--- src/rtl/maze_pkg.sv ---
// ---------------------------------------------------------------------------
// maze_pkg
// Shared grid constants, direction/status encodings and a bounds helper for
// the 10x10 maze planner/navigator pair.
// ---------------------------------------------------------------------------
package maze_pkg;

    localparam int unsigned GRID_W   = 10;
    localparam int unsigned GRID_H   = 10;
    localparam int unsigned COORD_W  = 4;
    localparam int unsigned DIST_W   = 7;
    localparam logic [DIST_W-1:0] DIST_INF = 7'h7F;

    typedef enum logic [1:0] {
        DIR_N = 2'b00,
        DIR_E = 2'b01,
        DIR_S = 2'b10,
        DIR_W = 2'b11
    } dir_t;

    typedef enum logic [1:0] {
        ST_NONE    = 2'b00,
        ST_REACHED = 2'b01,
        ST_BLOCKED = 2'b10,
        ST_LIMIT   = 2'b11
    } nav_status_t;

    // True when one step from (x,y) in direction dir stays on the grid.
    function automatic logic step_in_bounds(input logic [COORD_W-1:0] x,
                                            input logic [COORD_W-1:0] y,
                                            input dir_t               dir);
        logic ok;
        ok = 1'b0;
        case (dir)
            DIR_N:   ok = (y != COORD_W'(0));
            DIR_E:   ok = (x != COORD_W'(GRID_W - 1));
            DIR_S:   ok = (y != COORD_W'(GRID_H - 1));
            DIR_W:   ok = (x != COORD_W'(0));
            default: ok = 1'b0;
        endcase
        return ok;
    endfunction

endpackage

--- src/rtl/maze_nav_controller.sv ---
// ---------------------------------------------------------------------------
// maze_nav_controller
// Closed-loop navigator: holds the robot cell, requests a BFS plan for it,
// turns the planner's answer into one move over a valid/ready handshake and
// advances until goal reached, blocked, step limit or abort.
//
// Ports
//   clk, rst                  clock, async active-high reset
//   run, abort                start pulse / abort level
//   start_x/y, goal_x/y       run coordinates (latched on run)
//   bfs_start                 one-cycle plan request
//   bfs_curr_x/y, bfs_goal_x/y position and goal presented to the planner
//   bfs_done/dist/dir/valid   planner result
//   move_valid/dir, move_ready move handshake to the motion stage
//   pos_x/y, step_count       current position and moves completed
//   busy, finished, status    run state, end-of-run pulse, outcome
// ---------------------------------------------------------------------------
module maze_nav_controller
    import maze_pkg::*;
#(
    parameter int unsigned MAX_STEPS = 99
) (
    input  logic                clk,
    input  logic                rst,
    input  logic                run,
    input  logic                abort,
    input  logic [COORD_W-1:0]  start_x,
    input  logic [COORD_W-1:0]  start_y,
    input  logic [COORD_W-1:0]  goal_x,
    input  logic [COORD_W-1:0]  goal_y,
    output logic                bfs_start,
    output logic [COORD_W-1:0]  bfs_curr_x,
    output logic [COORD_W-1:0]  bfs_curr_y,
    output logic [COORD_W-1:0]  bfs_goal_x,
    output logic [COORD_W-1:0]  bfs_goal_y,
    input  logic                bfs_done,
    input  logic [DIST_W-1:0]   bfs_dist,
    input  logic [1:0]          bfs_dir,
    input  logic                bfs_valid,
    output logic                move_valid,
    output logic [1:0]          move_dir,
    input  logic                move_ready,
    output logic [COORD_W-1:0]  pos_x,
    output logic [COORD_W-1:0]  pos_y,
    output logic [DIST_W-1:0]   step_count,
    output logic                busy,
    output logic                finished,
    output logic [1:0]          status
);

    typedef enum logic [2:0] {
        S_IDLE  = 3'd0,
        S_CHECK = 3'd1,
        S_REQ   = 3'd2,
        S_WAIT  = 3'd3,
        S_EVAL  = 3'd4,
        S_ISSUE = 3'd5,
        S_FIN   = 3'd6
    } nav_state_t;

    localparam logic [COORD_W-1:0] MAX_X = COORD_W'(GRID_W - 1);
    localparam logic [COORD_W-1:0] MAX_Y = COORD_W'(GRID_H - 1);
    localparam logic [DIST_W-1:0]  STEP_LIMIT = DIST_W'(MAX_STEPS);

    nav_state_t          state_q;
    logic [COORD_W-1:0]  pos_x_q, pos_y_q, goal_x_q, goal_y_q;
    logic [DIST_W-1:0]   step_q;
    logic [DIST_W-1:0]   dist_q;
    dir_t                plan_dir_q;
    logic                plan_valid_q;
    dir_t                move_dir_q;
    logic                move_valid_q, bfs_start_q, finished_q, busy_q;
    nav_status_t         status_q;

    // Navigation FSM with registered outputs and position/step counters.
    always_ff @(posedge clk or posedge rst) begin
        if (rst) begin
            state_q      <= S_IDLE;
            pos_x_q      <= '0;
            pos_y_q      <= '0;
            goal_x_q     <= '0;
            goal_y_q     <= '0;
            step_q       <= '0;
            dist_q       <= '0;
            plan_dir_q   <= DIR_N;
            plan_valid_q <= 1'b0;
            move_dir_q   <= DIR_N;
            move_valid_q <= 1'b0;
            bfs_start_q  <= 1'b0;
            finished_q   <= 1'b0;
            busy_q       <= 1'b0;
            status_q     <= ST_NONE;
        end else begin
            bfs_start_q <= 1'b0;
            finished_q  <= 1'b0;
            if (abort && (state_q != S_IDLE)) begin
                // Abort beats any same-cycle handshake: no position update.
                state_q      <= S_IDLE;
                move_valid_q <= 1'b0;
                busy_q       <= 1'b0;
                status_q     <= ST_NONE;
            end else begin
                case (state_q)
                    S_IDLE: begin
                        if (run && !abort) begin
                            pos_x_q  <= start_x;
                            pos_y_q  <= start_y;
                            goal_x_q <= goal_x;
                            goal_y_q <= goal_y;
                            step_q   <= '0;
                            busy_q   <= 1'b1;
                            if ((start_x > MAX_X) || (start_y > MAX_Y) ||
                                (goal_x > MAX_X) || (goal_y > MAX_Y)) begin
                                status_q   <= ST_BLOCKED;
                                finished_q <= 1'b1;
                                state_q    <= S_FIN;
                            end else begin
                                status_q <= ST_NONE;
                                state_q  <= S_CHECK;
                            end
                        end
                    end
                    S_CHECK: begin
                        if ((pos_x_q == goal_x_q) && (pos_y_q == goal_y_q)) begin
                            status_q   <= ST_REACHED;
                            finished_q <= 1'b1;
                            state_q    <= S_FIN;
                        end else if (step_q == STEP_LIMIT) begin
                            status_q   <= ST_LIMIT;
                            finished_q <= 1'b1;
                            state_q    <= S_FIN;
                        end else begin
                            bfs_start_q <= 1'b1;
                            state_q     <= S_REQ;
                        end
                    end
                    S_REQ: begin
                        state_q <= S_WAIT;
                    end
                    S_WAIT: begin
                        // Planner result is only sampled on its strobe.
                        if (bfs_done) begin
                            dist_q       <= bfs_dist;
                            plan_dir_q   <= dir_t'(bfs_dir);
                            plan_valid_q <= bfs_valid;
                            state_q      <= S_EVAL;
                        end
                    end
                    S_EVAL: begin
                        if (!plan_valid_q || (dist_q == DIST_INF) ||
                            ((dist_q == '0) && ((pos_x_q != goal_x_q) ||
                                                (pos_y_q != goal_y_q))) ||
                            !step_in_bounds(pos_x_q, pos_y_q, plan_dir_q)) begin
                            status_q   <= ST_BLOCKED;
                            finished_q <= 1'b1;
                            state_q    <= S_FIN;
                        end else begin
                            move_dir_q   <= plan_dir_q;
                            move_valid_q <= 1'b1;
                            state_q      <= S_ISSUE;
                        end
                    end
                    S_ISSUE: begin
                        if (move_ready) begin
                            case (move_dir_q)
                                DIR_N:   pos_y_q <= pos_y_q - COORD_W'(1);
                                DIR_E:   pos_x_q <= pos_x_q + COORD_W'(1);
                                DIR_S:   pos_y_q <= pos_y_q + COORD_W'(1);
                                DIR_W:   pos_x_q <= pos_x_q - COORD_W'(1);
                                default: pos_x_q <= pos_x_q;
                            endcase
                            step_q       <= step_q + DIST_W'(1);
                            move_valid_q <= 1'b0;
                            state_q      <= S_CHECK;
                        end
                    end
                    S_FIN: begin
                        busy_q  <= 1'b0;
                        state_q <= S_IDLE;
                    end
                    default: begin
                        move_valid_q <= 1'b0;
                        busy_q       <= 1'b0;
                        state_q      <= S_IDLE;
                    end
                endcase
            end
        end
    end

    assign bfs_start  = bfs_start_q;
    assign bfs_curr_x = pos_x_q;
    assign bfs_curr_y = pos_y_q;
    assign bfs_goal_x = goal_x_q;
    assign bfs_goal_y = goal_y_q;
    assign move_valid = move_valid_q;
    assign move_dir   = move_dir_q;
    assign pos_x      = pos_x_q;
    assign pos_y      = pos_y_q;
    assign step_count = step_q;
    assign busy       = busy_q;
    assign finished   = finished_q;
    assign status     = status_q;

endmodule

--- config.mk ---
export PLATFORM = sky130hd
export DESIGN_NAME = maze_nav_controller
export DESIGN_NICKNAME = d
export VERILOG_FILES = /design/src/rtl/maze_pkg.sv /design/src/rtl/maze_nav_controller.sv
export SDC_FILE = /design/constraint.sdc
export NUM_CORES = 1
export LEC_CHECK = 0
export ABC_AREA = 1
export ABC_CLOCK_PERIOD_IN_PS = 2000
export BUFFER_PORTS_ARGS = -buffer_cell sky130_fd_sc_hd__buf_4
export CAP_MARGIN = 15
export CORE_MARGIN = 3
export CORE_UTILIZATION = 46
export DETAILED_ROUTE_END_ITERATION = 10
export GPL_ROUTABILITY_DRIVEN = 0
export PLACE_DENSITY = 0.7
export REMOVE_ABC_BUFFERS = 1
export SLEW_MARGIN = 20
export SYNTH_ARGS = -nofsm -noshare
export SYNTH_HDL_FRONTEND = slang
export SYNTH_SLANG_ARGS = --single-unit
--- constraint.sdc ---
create_clock -name clk -period 2 [get_ports clk]
set_input_delay 0.6 -clock clk [delete_from_list [all_inputs] [get_ports clk]]
set_output_delay 0.6 -clock clk [all_outputs]
set_load 0.005 [all_outputs]
==> results.md <==
- The flow ran to the end, and the final reports show no timing, DRC or antenna violations.
- The final hold slack is 0.352 ns.
- Of the post-synthesis cell area, the dominant cell type holds 40.6%.
- The fraction of the yosys area taken by sequential cells is 40.6%.
- The final design utilization is 60.7%.
- The kind of start point of the critical path is a register.
- Of the available clock period, the critical path in the final layout requires 89.5%.
- The class of the most critical setup path is reg2reg.
- The library cell with the largest summed area after synthesis is sky130_fd_sc_hd__dfrtp_1.
- Entering global routing, the biggest net connects 45 pins.
- The number of antenna diodes in the final layout is 0.
- The worst vdd rail ir drop is 0.000628 V.
- For this run the aggregate overflow at the end of global routing stands at 0.
- The die is 82.8 um tall.
- The vias per cell is 5.01.
- The type of the tightest min-delay check is in2async.
- In this run, synthesis produced a sequential element count of 44.
- The count of yosys warnings during synthesis is 0.
- The final antenna-violating net count is 0.
- In this run the power density over the cells is 1310 mW/mm^2.
- Of the cells placed in the final design, the portion with a size suffix greater than 1 is 25.8%.
- The highest clock frequency the design can meet is 0.559 GHz.
- The final count of hold timing violations is 0.
- For the worst-skew pair, the clock arrives at the later sink with an insertion delay of 0.30 ns.
- The fraction of registers with async set or reset after synthesis is 100%.
- The total clock buffers created by CTS is 5.
- The final number of max-transition violations came to 0.
- TritonCTS built the clock tree.
- The clock transition at the register clock pins on the worst setup and hold paths after CTS is 0.09 ns.
- The placement row count is 27.
- The count of max-cap constraint violations is 0.
- Relative to the synthesized area, the layout overhead comes to 25.5%.
- Post-CTS repair changed the size of 0 cells.
- In this run the count of I/O pins placed on the die edge is 71.
- The total of hold buffers inserted after clock tree synthesis is 0.
- The most common flop cell mapped by yosys is sky130_fd_sc_hd__dfrtp_1.
- After synthesis, the mean cell area works out to 7.68 sq um.
- The first detailed-routing pass ran for 4 iterations.
- For the worst setup path, the data required time is 2.19 ns.
- The overall routing resource usage is 21.3%.
- The number of setup buffers added after CTS is 0.
- The core footprint is 0.00561 sq mm.
- In this run the register-to-register setup slack is 0.21 ns.
- Adding up every negative setup slack in the final design gives 0 ns.
- After synthesis, the netlist uses 34 different library cells.
- The starting density of the core is 48.4%.
- In this run the static leakage power is 1.79 nW.
- The library cell used as clock root buffer is sky130_fd_sc_hd__clkbuf_8.
- The number of antenna violations at the first check in global routing is 0.
- Setup violations remaining at the end of the flow were counted as 0.
- The worst register-to-register path has a depth of 10.
- The HPWL after detailed placement is 5.35 mm.
- Wires add up to 6.71 mm.
- The synthesized instance count is 353.
- The final worst clock skew is 0.0114 ns.
- The layout has 545 filler cells.
- In this run the number of H-tree levels came out at 2.
- The category of the worst setup path capture point is a register.
- The clock net in this run drives a total of 44 sinks.
- The number of global-route vias before repair is 2387.
- At the pin with the least slew margin, the transition time is 0.367 ns.
- The final route contains 2496 vias.
- The first-pass GRT wire length is 11.1 mm.
- The residual DRC count is 0.
- The synthesized design contains 0 enable-type register cells.
- By count the netlist is led by sky130_fd_sc_hd__nand2_1, sky130_fd_sc_hd__dfrtp_1, sky130_fd_sc_hd__nor2_1, sky130_fd_sc_hd__inv_1, sky130_fd_sc_hd__o21ai_0.
- The largest buffer count on any clock path is 2.
- The cell area that synthesis handed to floorplanning was 0.00271 sq mm.
- Headroom to the max-slew limit came out at 75.5%.
- The die width is 82.8 um.
- The most used standard cell by instance count after synthesis is sky130_fd_sc_hd__nand2_1.
- Dividing the detail-routed wire length by the instance count gives 13.5 um.
- Setup repair after global routing left no endpoint under its margin.
- The routed design could run at a clock period as short as 1.79 ns.
- Buffers placed on the I/O ports in this run total 70.
- Data arrives at the worst endpoint at 1.98 ns.
- The overall die area is 0.00685 sq mm.
- The maximum fanout along the worst path is 8.
- Yosys attributes the largest share of cell area to sky130_fd_sc_hd__dfrtp_1, sky130_fd_sc_hd__nand2_1, sky130_fd_sc_hd__nor2_1.
- The number of DRC markers after the initial detailed-route iteration is 107.
- The net total in the final layout is 468.
[critical path, stage by stage (launching register included)]
cell and delay, ns:
sky130_fd_sc_hd__dfrtp_1 0.45, sky130_fd_sc_hd__inv_2 0.10, sky130_fd_sc_hd__nand2_1 0.08, sky130_fd_sc_hd__nor2_2 0.26, sky130_fd_sc_hd__inv_1 0.23, sky130_fd_sc_hd__nor2_1 0.14
sky130_fd_sc_hd__inv_1 0.05, sky130_fd_sc_hd__nand2_1 0.12, sky130_fd_sc_hd__inv_2 0.08, sky130_fd_sc_hd__o211ai_1 0.07, sky130_fd_sc_hd__o21ai_0 0.10
[state kept, by name, indices dropped and copies added, names as in the netlist]
register,cells
dist_q,7
move_dir,2
bfs_curr_y,4
busy,1
finished,1
plan_valid_q,1
bfs_goal_x,4
bfs_curr_x,4
move_valid,1
step_count,7
plan_dir_q,2
bfs_start,1
state_q,3
bfs_goal_y,4
status,2
[layout make-up]
type / count / area [sq um] / area share [%]
inverter: 43 / 161 / 4.74
tap: 72 / 90.1 / 2.65
timing repair buffer: 77 / 591 / 17.3
sequential: 44 / 1100 / 32.3
clock buffer: 8 / 90.1 / 2.65
multi-input combinational: 254 / 1370 / 40.3
[cell usage in the layout, fill, tap and decap left out, types with 2 or more instances in the layout]
master | synthesis | routed
sky130_fd_sc_hd__a21oi_1 | 12 | 12
sky130_fd_sc_hd__a31oi_1 | 2 | 2
sky130_fd_sc_hd__buf_4 | 9 | 76
sky130_fd_sc_hd__clkbuf_1 | 3 | 2
sky130_fd_sc_hd__clkbuf_8 | 0 | 6
sky130_fd_sc_hd__dfrtp_1 | 44 | 44
sky130_fd_sc_hd__fa_1 | 2 | 2
sky130_fd_sc_hd__ha_1 | 9 | 9
sky130_fd_sc_hd__inv_1 | 38 | 38
sky130_fd_sc_hd__inv_2 | 4 | 4
sky130_fd_sc_hd__mux2_2 | 8 | 8
sky130_fd_sc_hd__nand2_1 | 98 | 98
sky130_fd_sc_hd__nand2_2 | 2 | 2
sky130_fd_sc_hd__nand3_1 | 16 | 16
sky130_fd_sc_hd__nand4_1 | 3 | 3
sky130_fd_sc_hd__nor2_1 | 39 | 39
sky130_fd_sc_hd__nor2_2 | 3 | 3
sky130_fd_sc_hd__nor2_4 | 2 | 2
sky130_fd_sc_hd__nor3_1 | 4 | 4
sky130_fd_sc_hd__nor3_2 | 3 | 3
sky130_fd_sc_hd__o211ai_1 | 3 | 3
sky130_fd_sc_hd__o21a_1 | 4 | 4
sky130_fd_sc_hd__o21ai_0 | 21 | 21
sky130_fd_sc_hd__o21ai_1 | 2 | 2
sky130_fd_sc_hd__o21ai_2 | 2 | 2
sky130_fd_sc_hd__or2_2 | 2 | 2
sky130_fd_sc_hd__xnor2_1 | 7 | 7
sky130_fd_sc_hd__xor2_1 | 4 | 4
[through the flow]
stage | total power [mW] | std cells | instance area [sq um] | setup slack, ns
after floorplan | 2.91 | 341 | 2630 | 0.251
after global placement | 3.84 | 490 | 3310 | 0.206
after detailed placement | 3.90 | 490 | 3310 | 0.192
after CTS | 4.50 | 498 | 3400 | 0.217
after global routing | 4.89 | 498 | 3400 | 0.0298
final | 4.46 | 498 | 3400 | 0.211
[power breakdown]
group          internal [mW]  switching, mW
clock                  0.282          0.304
combinational           1.08           1.16
sequential              1.22          0.412
total                   2.59           1.87
[cell families (layout without fill, tap and decap cells)]
logic type,count (synthesis),count (layout),share of synthesized area [%]
and+or+nand+nor,175,175,27.8
buffers and inverters,55,128,8.86
AOI/OAI and AO/OA,49,49,10.3
DFF,44,44,40.6
adders and majority gates,11,11,5.63
xor gates and xnor gates,11,11,3.55
muxes,8,8,3.32
[worst paths after layout]
kind / end / from
min in group clk: status[1] / status[1]
max in group asynchronous: bfs_goal_y[3] / rst
max: bfs_curr_x[1] / state_q[1]
min: dist_q[6] / rst
max reg2reg: bfs_curr_x[1] / state_q[1]
min reg2reg: status[1] / status[1]
[metal layers]
layer / part of all wire (%) / GRT usage (%) / routed length [um] / vias up
li1: - / - / - / 1263
met2: 47 / 34.9 / 3170 / 70
met4: 2.5 / 9.15 / 166 / 0
met3: 5.5 / 3.78 / 370 / 16
met1: 45 / 27.7 / 3010 / 1147
met5: 0 / 0 / 0 / -
No activity file was read; power rests on OpenSTA's default activity.
